**config.mk**
```make
export PLATFORM = sky130hd
export DESIGN_NAME = key_input_pio
export DESIGN_NICKNAME = d
export VERILOG_FILES = /design/src/rtl/pio_pkg.sv /design/src/rtl/input_debounce.sv /design/src/rtl/key_input_pio.sv
export SDC_FILE = /design/constraint.sdc
export NUM_CORES = 1
export LEC_CHECK = 0
export ABC_AREA = 1
export BUFFER_PORTS_ARGS = -buffer_cell sky130_fd_sc_hd__clkbuf_2
export CAP_MARGIN = 5
export CORE_MARGIN = 8
export CORE_UTILIZATION = 35
export CTS_BUF_LIST = sky130_fd_sc_hd__clkbuf_4
export CTS_CLUSTER_SIZE = 14
export DETAILED_ROUTE_END_ITERATION = 8
export PLACE_DENSITY = 0.47
export SLEW_MARGIN = 10
export SYNTH_ARGS = -nofsm -noshare
export SYNTH_HDL_FRONTEND = slang
export SYNTH_SLANG_ARGS = --single-unit
```
**constraint.sdc**
```tcl
create_clock -name clk -period 2.7 [get_ports clk]
set_clock_uncertainty 0.2 [all_clocks]
set_input_delay 0.27 -clock clk [delete_from_list [all_inputs] [get_ports clk]]
set_output_delay 0.27 -clock clk [all_outputs]
set_load 0.02 [all_outputs]
```
**src/rtl/pio_pkg.sv**
```systemverilog
// Shared constants for the key/switch input PIO: register map and edge-select encodings.
package pio_pkg;

  localparam int unsigned ADDR_W = 2;

  localparam logic [ADDR_W-1:0] ADDR_DATA    = 2'd0;
  localparam logic [ADDR_W-1:0] ADDR_RSVD    = 2'd1;
  localparam logic [ADDR_W-1:0] ADDR_MASK    = 2'd2;
  localparam logic [ADDR_W-1:0] ADDR_CAPTURE = 2'd3;

  localparam int unsigned EDGE_RISE = 0;
  localparam int unsigned EDGE_FALL = 1;
  localparam int unsigned EDGE_ANY  = 2;

endpackage

```
**src/rtl/input_debounce.sv**
```systemverilog
// One input bit: two-flop synchroniser followed by a hold-time debouncer.
module input_debounce
  import pio_pkg::*;
#(
  parameter int unsigned DEBOUNCE_CYCLES = 50000,
  parameter logic        RESET_LEVEL     = 1'b1
) (
  input  logic clk,
  input  logic reset,
  input  logic din_i,
  output logic stable_o
);

  localparam int unsigned     CNT_W   = (DEBOUNCE_CYCLES > 1) ? $clog2(DEBOUNCE_CYCLES) : 1;
  localparam logic [CNT_W-1:0] CNT_MAX = CNT_W'(DEBOUNCE_CYCLES - 1);

  logic             sync1_q;
  logic             sync2_q;
  logic             stable_q;
  logic             stable_d;
  logic [CNT_W-1:0] cnt_q;
  logic [CNT_W-1:0] cnt_d;

  // Accept the new level once it has differed from stable for DEBOUNCE_CYCLES edges.
  always_comb begin
    stable_d = stable_q;
    cnt_d    = '0;
    if (sync2_q != stable_q) begin
      if (cnt_q == CNT_MAX) begin
        stable_d = sync2_q;
      end else begin
        cnt_d = cnt_q + CNT_W'(1);
      end
    end
  end

  always_ff @(posedge clk) begin
    if (reset) begin
      sync1_q  <= RESET_LEVEL;
      sync2_q  <= RESET_LEVEL;
      stable_q <= RESET_LEVEL;
      cnt_q    <= '0;
    end else begin
      sync1_q  <= din_i;
      sync2_q  <= sync1_q;
      stable_q <= stable_d;
      cnt_q    <= cnt_d;
    end
  end

  assign stable_o = stable_q;

endmodule

```
**src/rtl/key_input_pio.sv**
```systemverilog
// Avalon-MM input PIO: debounced keys, edge capture register, irq mask and level interrupt.
module key_input_pio
  import pio_pkg::*;
#(
  parameter int unsigned     WIDTH           = 4,
  parameter int unsigned     DEBOUNCE_CYCLES = 50000,
  parameter int unsigned     EDGE_TYPE       = 1,
  parameter logic [WIDTH-1:0] RESET_LEVEL    = '1
) (
  input  logic              clk,
  input  logic              reset,
  input  logic [ADDR_W-1:0] address,
  input  logic              chipselect,
  input  logic              read_n,
  input  logic              write_n,
  input  logic [WIDTH-1:0]  writedata,
  input  logic [WIDTH-1:0]  in_port,
  output logic [WIDTH-1:0]  readdata,
  output logic              irq
);

  logic [WIDTH-1:0] stable_c;
  logic [WIDTH-1:0] stable_dly_q;
  logic [WIDTH-1:0] edge_sel_c;
  logic [WIDTH-1:0] clr_c;
  logic             wr_c;
  logic             rd_c;

  logic [WIDTH-1:0] mask_q;
  logic [WIDTH-1:0] mask_d;
  logic [WIDTH-1:0] cap_q;
  logic [WIDTH-1:0] cap_d;
  logic [WIDTH-1:0] rdata_q;
  logic [WIDTH-1:0] rdata_d;
  logic             irq_q;
  logic             irq_d;

  for (genvar g = 0; g < int'(WIDTH); g++) begin : g_bit
    input_debounce #(
      .DEBOUNCE_CYCLES (DEBOUNCE_CYCLES),
      .RESET_LEVEL     (RESET_LEVEL[g])
    ) u_db (
      .clk      (clk),
      .reset    (reset),
      .din_i    (in_port[g]),
      .stable_o (stable_c[g])
    );
  end

  assign wr_c = chipselect & ~write_n;
  assign rd_c = chipselect & ~read_n;

  // Register updates; reads always see the state before any same-cycle write.
  always_comb begin
    edge_sel_c = '0;
    clr_c      = '0;
    mask_d     = mask_q;
    rdata_d    = rdata_q;

    if (EDGE_TYPE == EDGE_RISE) begin
      edge_sel_c = stable_c & ~stable_dly_q;
    end else if (EDGE_TYPE == EDGE_FALL) begin
      edge_sel_c = ~stable_c & stable_dly_q;
    end else begin
      edge_sel_c = stable_c ^ stable_dly_q;
    end

    if (wr_c && (address == ADDR_MASK)) begin
      mask_d = writedata;
    end
    if (wr_c && (address == ADDR_CAPTURE)) begin
      clr_c = writedata;
    end

    // Set wins over clear on the same bit.
    cap_d = (cap_q & ~clr_c) | edge_sel_c;
    irq_d = |(cap_q & mask_q);

    if (rd_c) begin
      case (address)
        ADDR_DATA:    rdata_d = stable_c;
        ADDR_MASK:    rdata_d = mask_q;
        ADDR_CAPTURE: rdata_d = cap_q;
        default:      rdata_d = '0;
      endcase
    end
  end

  always_ff @(posedge clk) begin
    if (reset) begin
      stable_dly_q <= RESET_LEVEL;
      mask_q       <= '0;
      cap_q        <= '0;
      rdata_q      <= '0;
      irq_q        <= 1'b0;
    end else begin
      stable_dly_q <= stable_c;
      mask_q       <= mask_d;
      cap_q        <= cap_d;
      rdata_q      <= rdata_d;
      irq_q        <= irq_d;
    end
  end

  assign readdata = rdata_q;
  assign irq      = irq_q;

endmodule

```
# After elaboration in Yosys (flattened, before gate mapping)
# Index checks and enable logic that the tools add are counted.
# op_classes
addsub	4
eq_ne	10
n_mux	2
bitwise_logic	14
reduce_logical	12
# ops
cell	count
adder 16 x 1 -> 16 bit, second input constant	4
equality test 16 bit, second input constant	4
bitwise AND 4 bit	3
one-hot mux 4 bit (3 select lines)	1
OR reduction 3 bit	4
NOT 4 bit	2
AND reduction 2 bit	4
NOT 1 bit	6
equality test 2 bit, second input constant	2
two-way mux 4 bit	1
inequality test 1 bit	4
OR 4 bit	1
OR reduction 4 bit	1
bitwise AND 1 bit	2
logical AND 1 bit	2
zero test 2 bit	1
# word_totals
ff_bits	93
in_bits	15
output_inout_bits	5
wordCells	63

# Logic depth before layout (Yosys ltp)
# Gate-level depths: netlist of the first run.
# depth
depth_word	7
depth_mapped	8

# Hierarchy
# A second synthesis of the first run with hierarchy kept.
# hier_totals
hier_cells	674
hier_area_um2	4840.9
# modules_own_cells
mod	instances	cells_each	area_per_inst_um2
input_debounce	4	143	1014.7
key_input_pio	1	102	782.0

# Worst setup path before layout of the first run
# Ideal clock, no wire load.
# synth_timing
path_type	register to register
startpoint	register g_bit[2].u_db.cnt_q[0]
endpoint	register g_bit[2].u_db.cnt_q[6]
setup_ps	115
arrival_ps	1227
required_time_ps	2385
setup_slack_ps	1158
path_stages_with_launch	8
period_less_slack_ps	1542
cell_sequence	dfxtp_1 -> ha_1 -> nand3_2 -> nor2_2 -> nand2_2 -> nand2_4 -> buf_12 -> nor2_2
# synth_between
elab_chain_cells	2
word_cells_on_any_way	3
# synth_lines
element	line	text
start: declaration	input_debounce.sv:21	logic [CNT_W-1:0] cnt_q;
start signal: assignment	input_debounce.sv:47	cnt_q <= cnt_d;
parallel branches: the longest is 2 deep, another holds adder 16 x 1 -> 16 bit	-	
# Parallel ways; which one is timed is not known.
# A chain may end at the register's enable or synchronous reset.

# Worst setup path after layout of the first run
# layout_timing
startpoint	input write_n
endpoint	register mask_q[3]
# layout_between
elab_chain_cells	3
# layout_lines
element	line	text
start: declaration	key_input_pio.sv:15	input logic write_n,
NOT 1 bit	key_input_pio.sv:50	assign wr_c = chipselect & ~write_n;
bitwise AND 1 bit	key_input_pio.sv:50	
logical AND 1 bit	key_input_pio.sv:68	if (wr_c && (address == ADDR_MASK)) begin
end signal: assignment	key_input_pio.sv:98	mask_q <= mask_d;
end: declaration	key_input_pio.sv:29	logic [WIDTH-1:0] mask_q;
# No other way between the ends.

==> results.yml, run 1 <==
yosys:
  synth_area_sq_um: 4489
  syn_inst: 651
  async_flop_share_pct: 0
  synth_area_per_cell_sq_um: 6.896
  synth_edf_count: 0
  ys_warn_count: 0
  ys_ff_latch: 93
  ys_seq_area_share_pct: 41.47
  synth-main-ff-cell: "dfxtp_1"
  synth_nets: 670
  yosysUniqueCellTypes: 29
run:
  cap_violations: 0
timing:
  relSlewSlack_pct: 72.61
  hold_violations: 0
  setup-violations-final: 0
  fin_crit_ns: 2.441
  fin_ws_ns: 0.2593
  worst-slew-pin-transition_ns: 0.4104
  fmax_mhz: 409.7
  fin_tns_setup_ns: 0
  slew_violations: 0
  whs_ns: 0.08107
  fin_crit_sh_pct: 90.40
  rsz0062_at_grt: "false"
finish:
  finalNonFillerCells: 869
  fill_cells: 1379
  drive_above_1_share_pct: 10.47
  area_growth_pct: 12.46
  fin_nets: 711
  mostFrequentLayoutCell: "nand2_1"
  final_cell_area_sq_um: 5049
  final_cell_mix: "nand2_1, nor2_1, dfxtp_1, inv_1, nand3_1"
  diodes: 0
global_routing:
  gr-total-overflow: 0
  grt_use_total_pct: 12.74
  antenna_found_initial: 0
  grt_first_pass_wirelength_mm: 17.08
  grt_max_degree: 22
  grt_pass1_vias: 3715
worst_setup_path:
  arrival_ns: 2.65
  crit_fanout: 9
  start_kind: "input port"
  critPathRequiredTime_ns: 2.91
  cp-end-kind: "register"
  crit_type: "in2reg"
floorplan:
  ios: 20
  dieHeight_um: 129.3
  num_rows: 41
  core_region_area_sq_um: 12570
  dieArea_sq_um: 16710
  fp.dieW_um: 129.3
  initial_core_util_pct: 35.72
placed_design:
  dp_hpwl_mm: 7.093
  port_buffers: 19
  dp.cells: 836
  pre_cts_ws_ns: 0.9571
  post_dp_cell_area_sq_um: 4745
  gp_congestion: 0.7914
hold_path:
  hold_class: "in2reg"
cts:
  clock-sinks: 93
  hold_buffers: 17
  cts_tree: "done"
  numCtsBuffers: 9
  htreeDepth: 3
  post_cts_resized: 0
  cts-root-buf: "clkbuf_4"
  clk_pin_slew_worst_paths_ns: 0.15
  postCtsSetupBuffers: 0
  clk_path_buf_depth: 2
  clk_latency_ns: 0.46
routing:
  ant_nets: 0
  viasPerCell: 4.612
  vias: 4008
  drtPass1Iterations: 5
  drc: 0
  wl_mm: 9.833
  wire_per_inst_um: 11.32
  first_iter_violations: 211
pwr:
  p_per_area_nw_per_um2: 444.7
  irDropWorstVdd_mv: 0.2700
  p_leak_uw: 0.001800
outcome:
  status: "finished clean"
-- worst paths after layout --
| path | start | end | slack (ns) | cells after the start |
|---|---|---|---|---|
| worst max-delay path | write_n | mask_q[3]$_SDFFE_PP0P_ | 0.26 | 7 |
| worst min register to register | g_bit[1].u_db.sync1_q$_SDFF_PP1_ | g_bit[1].u_db.sync2_q$_SDFF_PP1_ | 0.21 | 1 |
| worst min-delay path | chipselect | readdata[0]$_SDFFE_PP0P_ | 0.08 | 6 |
| worst max register to register | g_bit[3].u_db.cnt_q[0]$_SDFF_PP0_ | g_bit[3].u_db.cnt_q[6]$_SDFF_PP0_ | 1.01 | 6 |
-- Yosys cell counts (2+ instances only) --
cell,number,area share (%)
a21oi_1,35,3.9
a21oi_2,4,0.78
a22oi_1,4,0.67
buf_6,2,0.50
clkbuf_1,2,0.17
dfxtp_1,93,41
ha_1,4,1.1
inv_1,76,6.4
nand2_1,155,13
nand2_2,4,0.56
nand3_1,57,6.4
nand3_2,3,0.67
nand4_1,21,2.9
nor2_1,123,10
nor2_2,14,2.0
nor2_4,2,0.50
nor3_1,3,0.33
o21ai_0,7,0.78
or2_2,8,1.1
xnor2_1,13,2.5
xor2_1,13,2.5
-- layer usage --
metal,track usage (%),vias up,wire (um)
met5,0,-,0
met4,3.110,0,51
met3,4.026,2,374
met2,20.93,60,4496
met1,15.83,1798,4911
li1,-,2148,-
-- cell families (layout without fill, tap and decap cells) --
family                   Yosys count  after routing  share of synthesized area (%)
flip-flops                        93             93                          41.47
buffers and inverters             84            130                          7.832
adder cells (fa/ha/maj)            4              4                          1.115
XOR/XNOR                          26             26                          5.072
AO/OA/AOI/OAI                     52             52                          6.438
AND/OR/NAND/NOR                  392            392                          38.07
-- registers in the layout (all words and copies together) (netlist names) --
name                 count
cap_q                    4
stable_dly_q             4
g_bit.u_db.stable_o      4
g_bit.u_db.sync2_q       4
mask_q                   4
g_bit.u_db.sync1_q       4
readdata                 4
g_bit.u_db.cnt_q        64
irq                      1
-- report_power, final --
part | total [uW] | switching (uW) | leakage [uW] | internal, uW
logic | 86.6 | 48.6 | 0.000972 | 37.9
clock network | 768 | 491 | 0.0000754 | 278
registers | 1390 | 6.21 | 0.000752 | 1380
-- area by class of cell --
| class | count | area (sq um) | area share, % |
|---|---|---|---|
| Clock buffer | 9 | 67.56 | 1.338 |
| Inverter | 77 | 289.0 | 5.725 |
| Clock inverter | 7 | 66.31 | 1.314 |
| Timing Repair Buffer | 37 | 272.8 | 5.403 |
| Multi-Input combinational cell | 474 | 2276 | 45.08 |
| Tap cell | 172 | 215.2 | 4.263 |
| Sequential cell | 93 | 1862 | 36.88 |
-- stage by stage --
stage                     utilization, %  total power, uW
after floorplan                        -             1465
after global placement             37.75             1490
after detailed placement           37.75             1491
after CTS                          40.17             2306
after global routing               40.17             2369
final                              40.17             2245
-- worst max-delay path: stages --
cell	delay (ns)
dlygate4sd3_1	0.54
clkbuf_2	0.11
nor2_2	0.34
nand3_1	0.12
dlygate4sd3_1	0.58
a21oi_1	0.14
dlygate4sd3_1	0.55
Power figures use the tool's default switching activity.
==> run 2, diff against run 1 <==
- CORE_UTILIZATION: 35 -> 37
- HOLD_SLACK_MARGIN: not set -> 0.03
- PLACE_DENSITY: 0.47 -> 0.5
==> run 2 against run 1 <==
Compared with the run above:
- via count fell by 1.7%
- core utilization rose by 1.9 points
- hold slack improved by 0.011 ns
- largest cell class unchanged
- register-to-register slack barely moved
- setup slack improved by 0.35 ns
==> results.yml, run 2 (synthesis results as in run 1) <==
routing:
  wire_per_inst_um: 11.31
  drc: 0
  drtPass1Iterations: 4
  wl_mm: 9.543
  vias: 3941
  ant_nets: 0
  viasPerCell: 4.669
  first_iter_violations: 207
timing:
  setup-violations-final: 0
  fin_tns_setup_ns: 0
  relSlewSlack_pct: 72.16
  fin_crit_ns: 2.088
  slew_violations: 0
  fmax_mhz: 479.0
  hold_violations: 0
  fin_crit_sh_pct: 77.32
  fin_ws_ns: 0.6124
  rsz0062_at_grt: "false"
  worst-slew-pin-transition_ns: 0.4171
global_routing:
  antenna_found_initial: 0
  gr-total-overflow: 0
  grt_max_degree: 22
  grt_first_pass_wirelength_mm: 16.53
  grt_use_total_pct: 12.51
  grt_pass1_vias: 3695
placed_design:
  port_buffers: 19
  dp_hpwl_mm: 6.861
  gp_congestion: 0.8309
  pre_cts_ws_ns: 1.015
cts:
  cts_tree: "done"
  htreeDepth: 3
  clk_path_buf_depth: 2
  clk_pin_slew_worst_paths_ns: 0.14
  clock-sinks: 93
  numCtsBuffers: 9
  cts-root-buf: "clkbuf_4"
  hold_buffers: 17
  postCtsSetupBuffers: 0
  post_cts_resized: 0
  clk_latency_ns: 0.45
floorplan:
  dieArea_sq_um: 15910
  num_rows: 40
  fp.dieW_um: 126.2
  initial_core_util_pct: 37.69
  core_region_area_sq_um: 11910
  ios: 20
  dieHeight_um: 126.2
finish:
  largest_reg_flops: 64
  fin_nets: 711
  regMostFlops: "g_bit.u_db.cnt_q"
  mostFrequentLayoutCell: "nand2_1"
  drive_above_1_share_pct: 10.33
  diodes: 0
  area_growth_pct: 11.73
  final_cell_mix: "nand2_1, nor2_1, dfxtp_1, inv_1, nand3_1"
pwr:
  netSwitchingFraction_pct: 23.99
  p_int_uw: 1700
  power_frac_clock_pct: 34.0
  p_seq_share_pct: 62.2
  combPwrFrac_pct: 3.8
  power.total_uw: 2236
  p_per_area_nw_per_um2: 445.8
  irDropWorstVdd_mv: 0.1858
  power_switching_uw: 536.3
  p_leak_uw: 0.001798
worst_setup_path:
  critPathRequiredTime_ns: 2.84
  start_kind: "input port"
  crit_fanout: 9
  cp-end-kind: "register"
  crit_type: "in2reg"
  arrival_ns: 2.22
outcome:
  status: "finished clean"
hold_path:
  hold_class: "in2reg"
run:
  cap_violations: 0
==> run 2: cell types whose count changed in the layout (fill, tap and decap cells not counted), sizes merged <==
cell / change
clkinv: -1
inv: +1
==> run 2: final cells by class <==
type                    count  area (sq um)
flip-flops and latches     93          1862
fillers                  1278          6895
inverters                  77         289.0
well taps                 147         183.9
clock buffers               9         67.56
clock inverters             7         65.06
repair buffers             37         272.8
multi-input cells         474          2276
==> run 2: power by group through the flow <==
stage	sequential [uW]	clock (uW)	combinational [uW]
5_1_grt	1390	853	96.7
2_1_floorplan	1420	0	43.5
6_report	1390	761	85.3
3_3_place_gp	1420	0	69.3
4_1_cts	1390	799	87.0
3_5_place_dp	1420	0	70.3
==> run 2: per-stage QoR <==
stage | hold WS [ns] | utilization, % | cell area [sq um] | instances
6_report | 0.09184 | 42.11 | 5016 | 844
3_3_place_gp | 0.1938 | 39.57 | 4713 | 811
4_1_cts | 0.05305 | 42.11 | 5016 | 844
5_1_grt | 0.1110 | 42.11 | 5016 | 844
3_5_place_dp | 0.1940 | 39.57 | 4713 | 811
2_1_floorplan | 0.1738 | - | 4489 | 651
==> run 2: critical path, stage by stage <==
cell and delay [ns]:
dlygate4sd3_1 0.54, clkbuf_2 0.11, nor2_2 0.35, nand2_1 0.18, o21ai_0 0.18, nor2_1 0.05, dlygate4sd3_1 0.55
==> run 2: final timing paths <==
| kind | startpoint | to | slack [ns] | cells after the start |
|---|---|---|---|---|
| max | write_n | mask_q[1]$_SDFFE_PP0P_ | 0.61 | 7 |
| min | address[0] | readdata[0]$_SDFFE_PP0P_ | 0.09 | 6 |
| max reg2reg | g_bit[3].u_db.cnt_q[0]$_SDFF_PP0_ | g_bit[3].u_db.cnt_q[11]$_SDFF_PP0_ | 1.02 | 6 |
| min reg2reg | g_bit[1].u_db.sync1_q$_SDFF_PP1_ | g_bit[1].u_db.sync2_q$_SDFF_PP1_ | 0.23 | 1 |
==> run 2: metal layers <==
| metal | vias to the layer above | wire length [um] | global-route usage (%) | share of wire, % |
|---|---|---|---|---|
| met5 | - | 0 | 0 | 0 |
| met1 | 1738 | 5073 | 16.53 | 53 |
| met2 | 42 | 3962 | 18.91 | 42 |
| met3 | 15 | 317 | 2.700 | 3.3 |
| met4 | 0 | 189 | 6.086 | 2.0 |
| li1 | 2146 | - | - | - |
